**src/rtl/regfile_mp.sv**
```systemverilog
// regfile_mp: multi-read-port register file with optional write bypass and a debug scan engine
// Ports: clock/reset (async, active-low); ctrl_writeEnable/ctrl_writeReg/data_writeReg write port;
//        ctrl_readReg/data_readReg NREAD packed combinational read ports;
//        dbg_start/dbg_ready in, dbg_valid/dbg_index/dbg_data/dbg_busy out for the register scan.
module regfile_mp #(
  parameter int WIDTH    = 32,
  parameter int DEPTH    = 32,
  parameter int ADDR_W   = 5,
  parameter int NREAD    = 2,
  parameter int BYPASS   = 1,
  parameter int ZERO_REG = 1
) (
  input  logic                    clock,
  input  logic                    reset,
  input  logic                    ctrl_writeEnable,
  input  logic [ADDR_W-1:0]       ctrl_writeReg,
  input  logic [WIDTH-1:0]        data_writeReg,
  input  logic [NREAD*ADDR_W-1:0] ctrl_readReg,
  output logic [NREAD*WIDTH-1:0]  data_readReg,
  input  logic                    dbg_start,
  input  logic                    dbg_ready,
  output logic                    dbg_valid,
  output logic [ADDR_W-1:0]       dbg_index,
  output logic [WIDTH-1:0]        dbg_data,
  output logic                    dbg_busy
);
  localparam logic [0:0] IDLE = 1'b0;
  localparam logic [0:0] SCAN = 1'b1;
  localparam logic [ADDR_W-1:0] LAST = ADDR_W'(DEPTH - 1);
  logic [WIDTH-1:0] mem [DEPTH];
  logic [0:0] scan;
  logic [ADDR_W-1:0] idx;
  logic we;
  // Address holds real storage: in range and not the hardwired zero register.
  function automatic logic live(input logic [ADDR_W-1:0] a);
    return ({1'b0, a} < (ADDR_W+1)'(DEPTH)) && !(ZERO_REG != 0 && a == '0);
  endfunction
  assign we = ctrl_writeEnable && live(ctrl_writeReg);
  always_ff @(posedge clock or negedge reset)
    if (!reset)
      for (int i = 0; i < DEPTH; i++) mem[i] <= '0;
    else if (we)
      mem[ctrl_writeReg] <= data_writeReg;
  for (genvar p = 0; p < NREAD; p++) begin : g_rd
    logic [ADDR_W-1:0] a;
    assign a = ctrl_readReg[p*ADDR_W +: ADDR_W];
    assign data_readReg[p*WIDTH +: WIDTH] = (BYPASS != 0 && we && a == ctrl_writeReg) ? data_writeReg :
                                            live(a) ? mem[a] : '0;
  end
  // idx is only ever nonzero inside SCAN, so IDLE always presents index 0.
  always_ff @(posedge clock or negedge reset)
    if (!reset) begin
      scan <= IDLE;
      idx  <= '0;
    end else if (scan == IDLE) begin
      if (dbg_start) scan <= SCAN;
    end else if (dbg_ready) begin
      scan <= (idx == LAST) ? IDLE : SCAN;
      idx  <= (idx == LAST) ? '0 : idx + 1'b1;
    end
  assign dbg_valid = scan == SCAN;
  assign dbg_busy  = scan == SCAN;
  assign dbg_index = idx;
  assign dbg_data  = (dbg_valid && live(idx)) ? mem[idx] : '0;
endmodule

```
**config.mk**
```make
export PLATFORM = sky130hd
export DESIGN_NAME = regfile_mp
export DESIGN_NICKNAME = d
export VERILOG_FILES = /design/src/rtl/regfile_mp.sv
export SDC_FILE = /design/constraint.sdc
export NUM_CORES = 2
export LEC_CHECK = 0
export ABC_AREA = 0
export BUFFER_PORTS_ARGS = -buffer_cell sky130_fd_sc_hd__buf_4
export CAP_MARGIN = 25
export CORE_ASPECT_RATIO = 0.8
export CORE_MARGIN = 2
export CORE_UTILIZATION = 61
export DETAILED_ROUTE_END_ITERATION = 16
export GPL_TIMING_DRIVEN = 0
export PLACE_DENSITY = 0.89
export SLEW_MARGIN = 5
export SYNTH_ARGS = -nofsm -noshare
export SYNTH_HDL_FRONTEND = slang
export SYNTH_SLANG_ARGS = --single-unit
```
**constraint.sdc**
```tcl
create_clock -name clock -period 3.9 [get_ports clock]
set_clock_uncertainty 0.2 [all_clocks]
set_input_delay 0.78 -clock clock [delete_from_list [all_inputs] [get_ports clock]]
set_output_delay 0.78 -clock clock [all_outputs]
set_load 0.02 [all_outputs]
```
# [After elaboration in Yosys (flattened, before gate mapping)]
# Index checks and enable logic that the tools add are counted.
[totals] reg_bits=1030 input_bits=52 out_inout_bits=103 elab_cells=81
[classes] add_sub_neg=1 magnitude_cmp=5 n_eq_ne=3 mux=22 n_bitwise=4 reduce_logical=12
[op_table] op="$bwmux 1024" count=1
[op_table] op="$bmux 32 s5" count=3
[op_table] op="$mux 32" count=12
[op_table] op="$demux 32 s5" count=1
[op_table] op="$ge 6x6->1 const B" count=4
[op_table] op="$not 5->6" count=4
[op_table] op="$logic_not 5->1" count=4
[op_table] op="$eq 5x5->1" count=2
[op_table] op="$lt 6x1->1 const B" count=1
[op_table] op="$add 5x1->5 const B" count=1
[op_table] op="$eq 5x5->1 const B" count=1
[op_table] op="$logic_and 1x1->1" count=5
[op_table] op="$mux 5" count=1
[op_table] op="$mux 1" count=4
[op_table] op="$logic_not 1->1" count=2
[op_table] op="$reduce_and 2->1" count=1

# [Longest topological paths before layout]
[logic_depth] depth_word=6 ltp_mapped=11 mapped_depth_nobuf=7

# [Least setup slack after synthesis]
# Ideal clock, no wire load.
[synth_path] path_type="input to output" from="input port ctrl_readReg[7]" to="output port data_readReg[33]" t_arrival_ps=2553 required_ps=2920 slack_ps=367 cell_stages=8 path_buffers=4 cell_sequence="buf_4 > buf_2 > buf_2 > clkbuf_1 > mux4_2 > a22oi_1 > nand2_1 > a32o_1"
[synth_between] elab_chain_len=6 elab_cells_between_ends=9 classes_between="1 x eq/ne; 5 x mux; 1 x bitwise; 2 x reduce/logical"
[synth_rtl] item="from (decl)" line="18" text="input logic [NREAD*ADDR_W-1:0] ctrl_readReg,"
[synth_rtl] item="$not 5->6 (implied by the code)" line="48" text="live(a) ? mem[a] : '0;"
[synth_rtl] item="$bmux 32 s5" line="48"
[synth_rtl] item="$mux 32 (implied by the code) (2 in a row)" line="48"
[synth_rtl] item="$mux 32" line="48"
[synth_rtl] item="$mux 32 *" line="47" text="assign data_readReg[p*WIDTH +: WIDTH] = (BYPASS != 0 && we && a == ctrl_writeReg) ? data_writeReg :"
[synth_rtl] item="to (decl)" line="19" text="output logic [NREAD*WIDTH-1:0] data_readReg,"
# Every way passes the cells marked *; elsewhere a longest branch is shown, timed or not. The select of a mux whose other input is x is not followed.

# [Final worst setup path]
[layout_path] from="register idx[2], in the netlist dbg_index[2]" to="output port dbg_data[7]"
[layout_between] elab_chain_len=5 elab_cells_between_ends=8 classes_between="4 x mux; 1 x bitwise; 3 x reduce/logical"
[layout_rtl] item="from (decl)" line="32" text="logic [ADDR_W-1:0] idx;"
[layout_rtl] item="from (signal assigned)" line="59" text="idx <= (idx == LAST) ? '0 : idx + 1'b1;"
[layout_rtl] item="$not 5->6 (implied by the code)" line="64" text="assign dbg_data = (dbg_valid && live(idx)) ? mem[idx] : '0;"
[layout_rtl] item="$bmux 32 s5" line="64"
[layout_rtl] item="$mux 32 (implied by the code) (2 in a row)" line="64"
[layout_rtl] item="$mux 32 *" line="64"
[layout_rtl] item="to (decl)" line="24" text="output logic [WIDTH-1:0] dbg_data,"
# Marked as above.

==> impl_metrics.csv <==
group,metric,value,unit
pwr,p_leak,32.7,nW
setup_path,rrSetupSlack,950,ps
layout,final_cell_mix,"1061 x mux2_2, 1029 x dfrtp_1, 631 x mux4_2",
timing,period_minus_slack,4440,ps
synth,yosys_warnings,0,
timing,fmax,225,MHz
route,wl_met3,58600,um
layout,nFillCells,6554,
layout,drive_gt1_frac,0.536,
clock_network,cts_buffer_depth,3,
route,vias_per_cell,8.38,
route,drt-pass1-iter-count,9,
global_route,grt_use_total,0.579,
synth,syn-num-nets,4546,
setup_path,crit_family,"buffers and inverters",
job,drv_cap,0,
synth,synth_ff_type,"dfrtp_1",
placed_design,dp.final_hpwl,219000,um
pwr,comb_power_share,0.406,
setup_path,max_stage_delay,510,ps
pwr,p_switching,16.7,mW
route,ant_nets,0,
timing,worst_pin_slew,1330,ps
synth,yosysUniqueCellTypes,49,
route,drc,0,
setup_path,worst-path-stages,8,
setup_path,cp_data_required_time,2920,ps
floorplan,floorplan.initialDensity,0.617,
synth,syn_area_per_cell,14.1,sq um
synth,syn_area,63500,sq um
clock_network,cts.sinks,1030,
global_route,grt_first_pass_wirelength,416000,um
min_path,min_path_type,"in2reg",
timing,hold_viol_final,0,
setup_path,ff2ff_path_depth,7,
global_route,grt_overflow,0,
route,drt-total-wl,313000,um
synth,ys_ff_latch,1030,
route,drtIter0Drc,9447,
clock_network,cts_tree,"yes",
floorplan,die_area,107000,sq um
floorplan,fp.dieW,365,um
route,routedWlPerCell,48.9,um
setup_path,crit_chain,"clkbuf_1 -> buf_8 -> clkbuf_1 -> buf_8 -> mux4_2 -> nand3_1 -> o21ai_1 -> buf_4",
synth,async_flop_share,1.00,
global_route,grt_pass1_vias,51400,
clock_network,cts_root_buffer,"clkbuf_16",
setup_path,crit_arrival,3460,ps
status,violations,"negative setup slack",
floorplan,dieHeight,293,um
setup_path,worst-path-buf-inv,5,
pwr,power_frac_seq,0.343,
pwr,powerDensity,580,nW/um^2
synth,synth_edf_count,0,
clock_network,h-tree-depth,3,
setup_path,end_kind,"output port",
setup_path,start_kind,"register",
layout,final_common_cell,"mux2_2",
layout,nNetsFinal,4961,
timing,period_share,1.14,
synth,ys_seq_area_frac,0.406,
global_route,grt_max_degree,176,
setup_path,path_max_fanout,8,
placed_design,numPortBuffers,145,
route,wl_met1,101000,um
synth,synthCells,4491,
clock_network,clk_pin_slew,70,ps
floorplan,num_io_pins,155,
timing,rsz0062_at_grt,"true",
timing,final-setup-viol-count,93,
floorplan,core,103000,sq um
route,route.met2.wl,121000,um
floorplan,core.rowCount,105,
route,dr_total_vias,53700,
timing,setup_ws,-538,ps
timing,hold_ws,31.6,ps
clock_network,cts_buffers,107,
min_path,min_path_cells,2,
setup_path,cp_slowest_cell,"dfrtp_1",
global_route,antenna_found_initial,26,
pwr,total_power,44.0,mW
route,highest_layer,"met5",
placed_design,gp_congestion,1.07,
pwr,ir_worst_vdd,0.000578,V
status,status,"finished, violations left",
timing,slew_viol_final,0,
pwr,sw_frac_of_total,0.379,
pwr,p_int,27.3,mW
setup_path,crit_type,"reg2out",
clock_network,clk_latency,760,ps
layout,synthToLayoutAreaGrowth,19.5,%
timing,maxSlewHeadroom,0.116,
pwr,pwr-share-clk,0.251,
power groups by stage:
stage | Combinational [mW] | Clock [mW] | Sequential, mW
floorplan | 9.55 | 0 | 14.2
global placement | 14.7 | 0 | 14.9
detailed placement | 15.2 | 0 | 15.0
CTS | 16.6 | 10.9 | 14.9
global route | 17.8 | 11.3 | 15.2
finish | 17.9 | 11.0 | 15.1
synthesized netlist by cell type (4+ instances only):
cell type,number,area share
a211o_1,6,0.00083
a211oi_1,26,0.0031
a21oi_1,77,0.0061
a221o_1,17,0.0027
a221oi_1,24,0.0033
a22o_1,24,0.0033
a22oi_1,88,0.010
a32o_1,52,0.0082
buf_1,78,0.0046
buf_2,135,0.011
buf_4,24,0.0028
buf_6,13,0.0023
clkbuf_1,288,0.017
dfrtp_1,1030,0.41
inv_1,34,0.0020
mux2_2,1064,0.19
mux2i_1,400,0.063
mux4_2,631,0.22
nand2_1,143,0.0085
nand3_1,64,0.0050
nand3b_1,7,0.00083
nand4_1,8,0.00079
nor2_1,47,0.0028
nor2b_1,10,0.00099
nor3_1,4,0.00032
nor3b_1,4,0.00047
o211ai_1,7,0.00083
o21ai_0,19,0.0015
o21ai_1,31,0.0024
o221ai_1,44,0.0061
o22ai_1,52,0.0051
xnor2_1,8,0.0011
flip-flops by register name (all words and copies together), names as in the netlist:
name,cells
mem,1024
dbg_index,5
dbg_busy,1
logic make-up (layout without fill, tap and decap cells):
group,Yosys count,count (layout),synth area share
mux,2097,2097,0.476
flops,1030,1030,0.406
buf+inv,572,1077,0.0394
compound gates,476,476,0.0550
simple gates,303,303,0.0215
xor+xnor,10,10,0.00138
fa+ha+maj,3,3,0.000591
other cells,0,23,0
per-stage QoR:
step	utilization	cell area (sq um)	worst slack (ps)	setup TNS, ps	std cells
floorplan	-	63500	367	0	4491
finish	0.738	75900	-538	-16940	6410
global route	0.737	75800	-414	-11960	6389
detailed placement	0.654	67300	-1680	-124750	6082
CTS	0.724	74500	-369	-10310	6330
global placement	0.645	66300	-10430	-	6027
cell type report:
cell class                      count  area [sq um]  area share
Timing Repair Buffer              314          3560      0.0469
Multi-Input combinational cell   2889         36300       0.478
Clock inverter                     46           546     0.00719
Buffer                            530          4720      0.0622
Sequential cell                  1030         25800       0.340
Clock buffer                      153          3110      0.0410
Tap cell                         1391          1740      0.0229
Inverter                           34           133     0.00175
Antenna cell                       23          57.6    0.000758
timing repair:
| item | CTS | global route |
|---|---|---|
| pin swaps | 21 | 42 |
| resized for setup | 812 | 156 |
| endpoints found under the setup margin | 96 | 116 |
| hold buffers | 2 | 0 |
| hold endpoints to repair | 90 | 0 |
| buffers inserted | 48 | 46 |
| cloned | 6 | 11 |
layer usage:
layer	track usage	up-vias
li1	-	18600
met1	0.693	27200
met2	0.755	6028
met3	0.353	1839
met4	0.428	43
met5	0.0160	-
worst paths after layout:
kind / startpoint / to
setup / recovery: dbg_index[2] / dbg_data[7]
max in group asynchronous: reset / mem[983]
hold / removal: dbg_ready / dbg_busy
min in group asynchronous: reset / mem[229]
setup reg to reg: dbg_index[2] / dbg_index[0]
hold reg to reg: mem[1023] / mem[1023]
(Power assumes the default switching activity.)
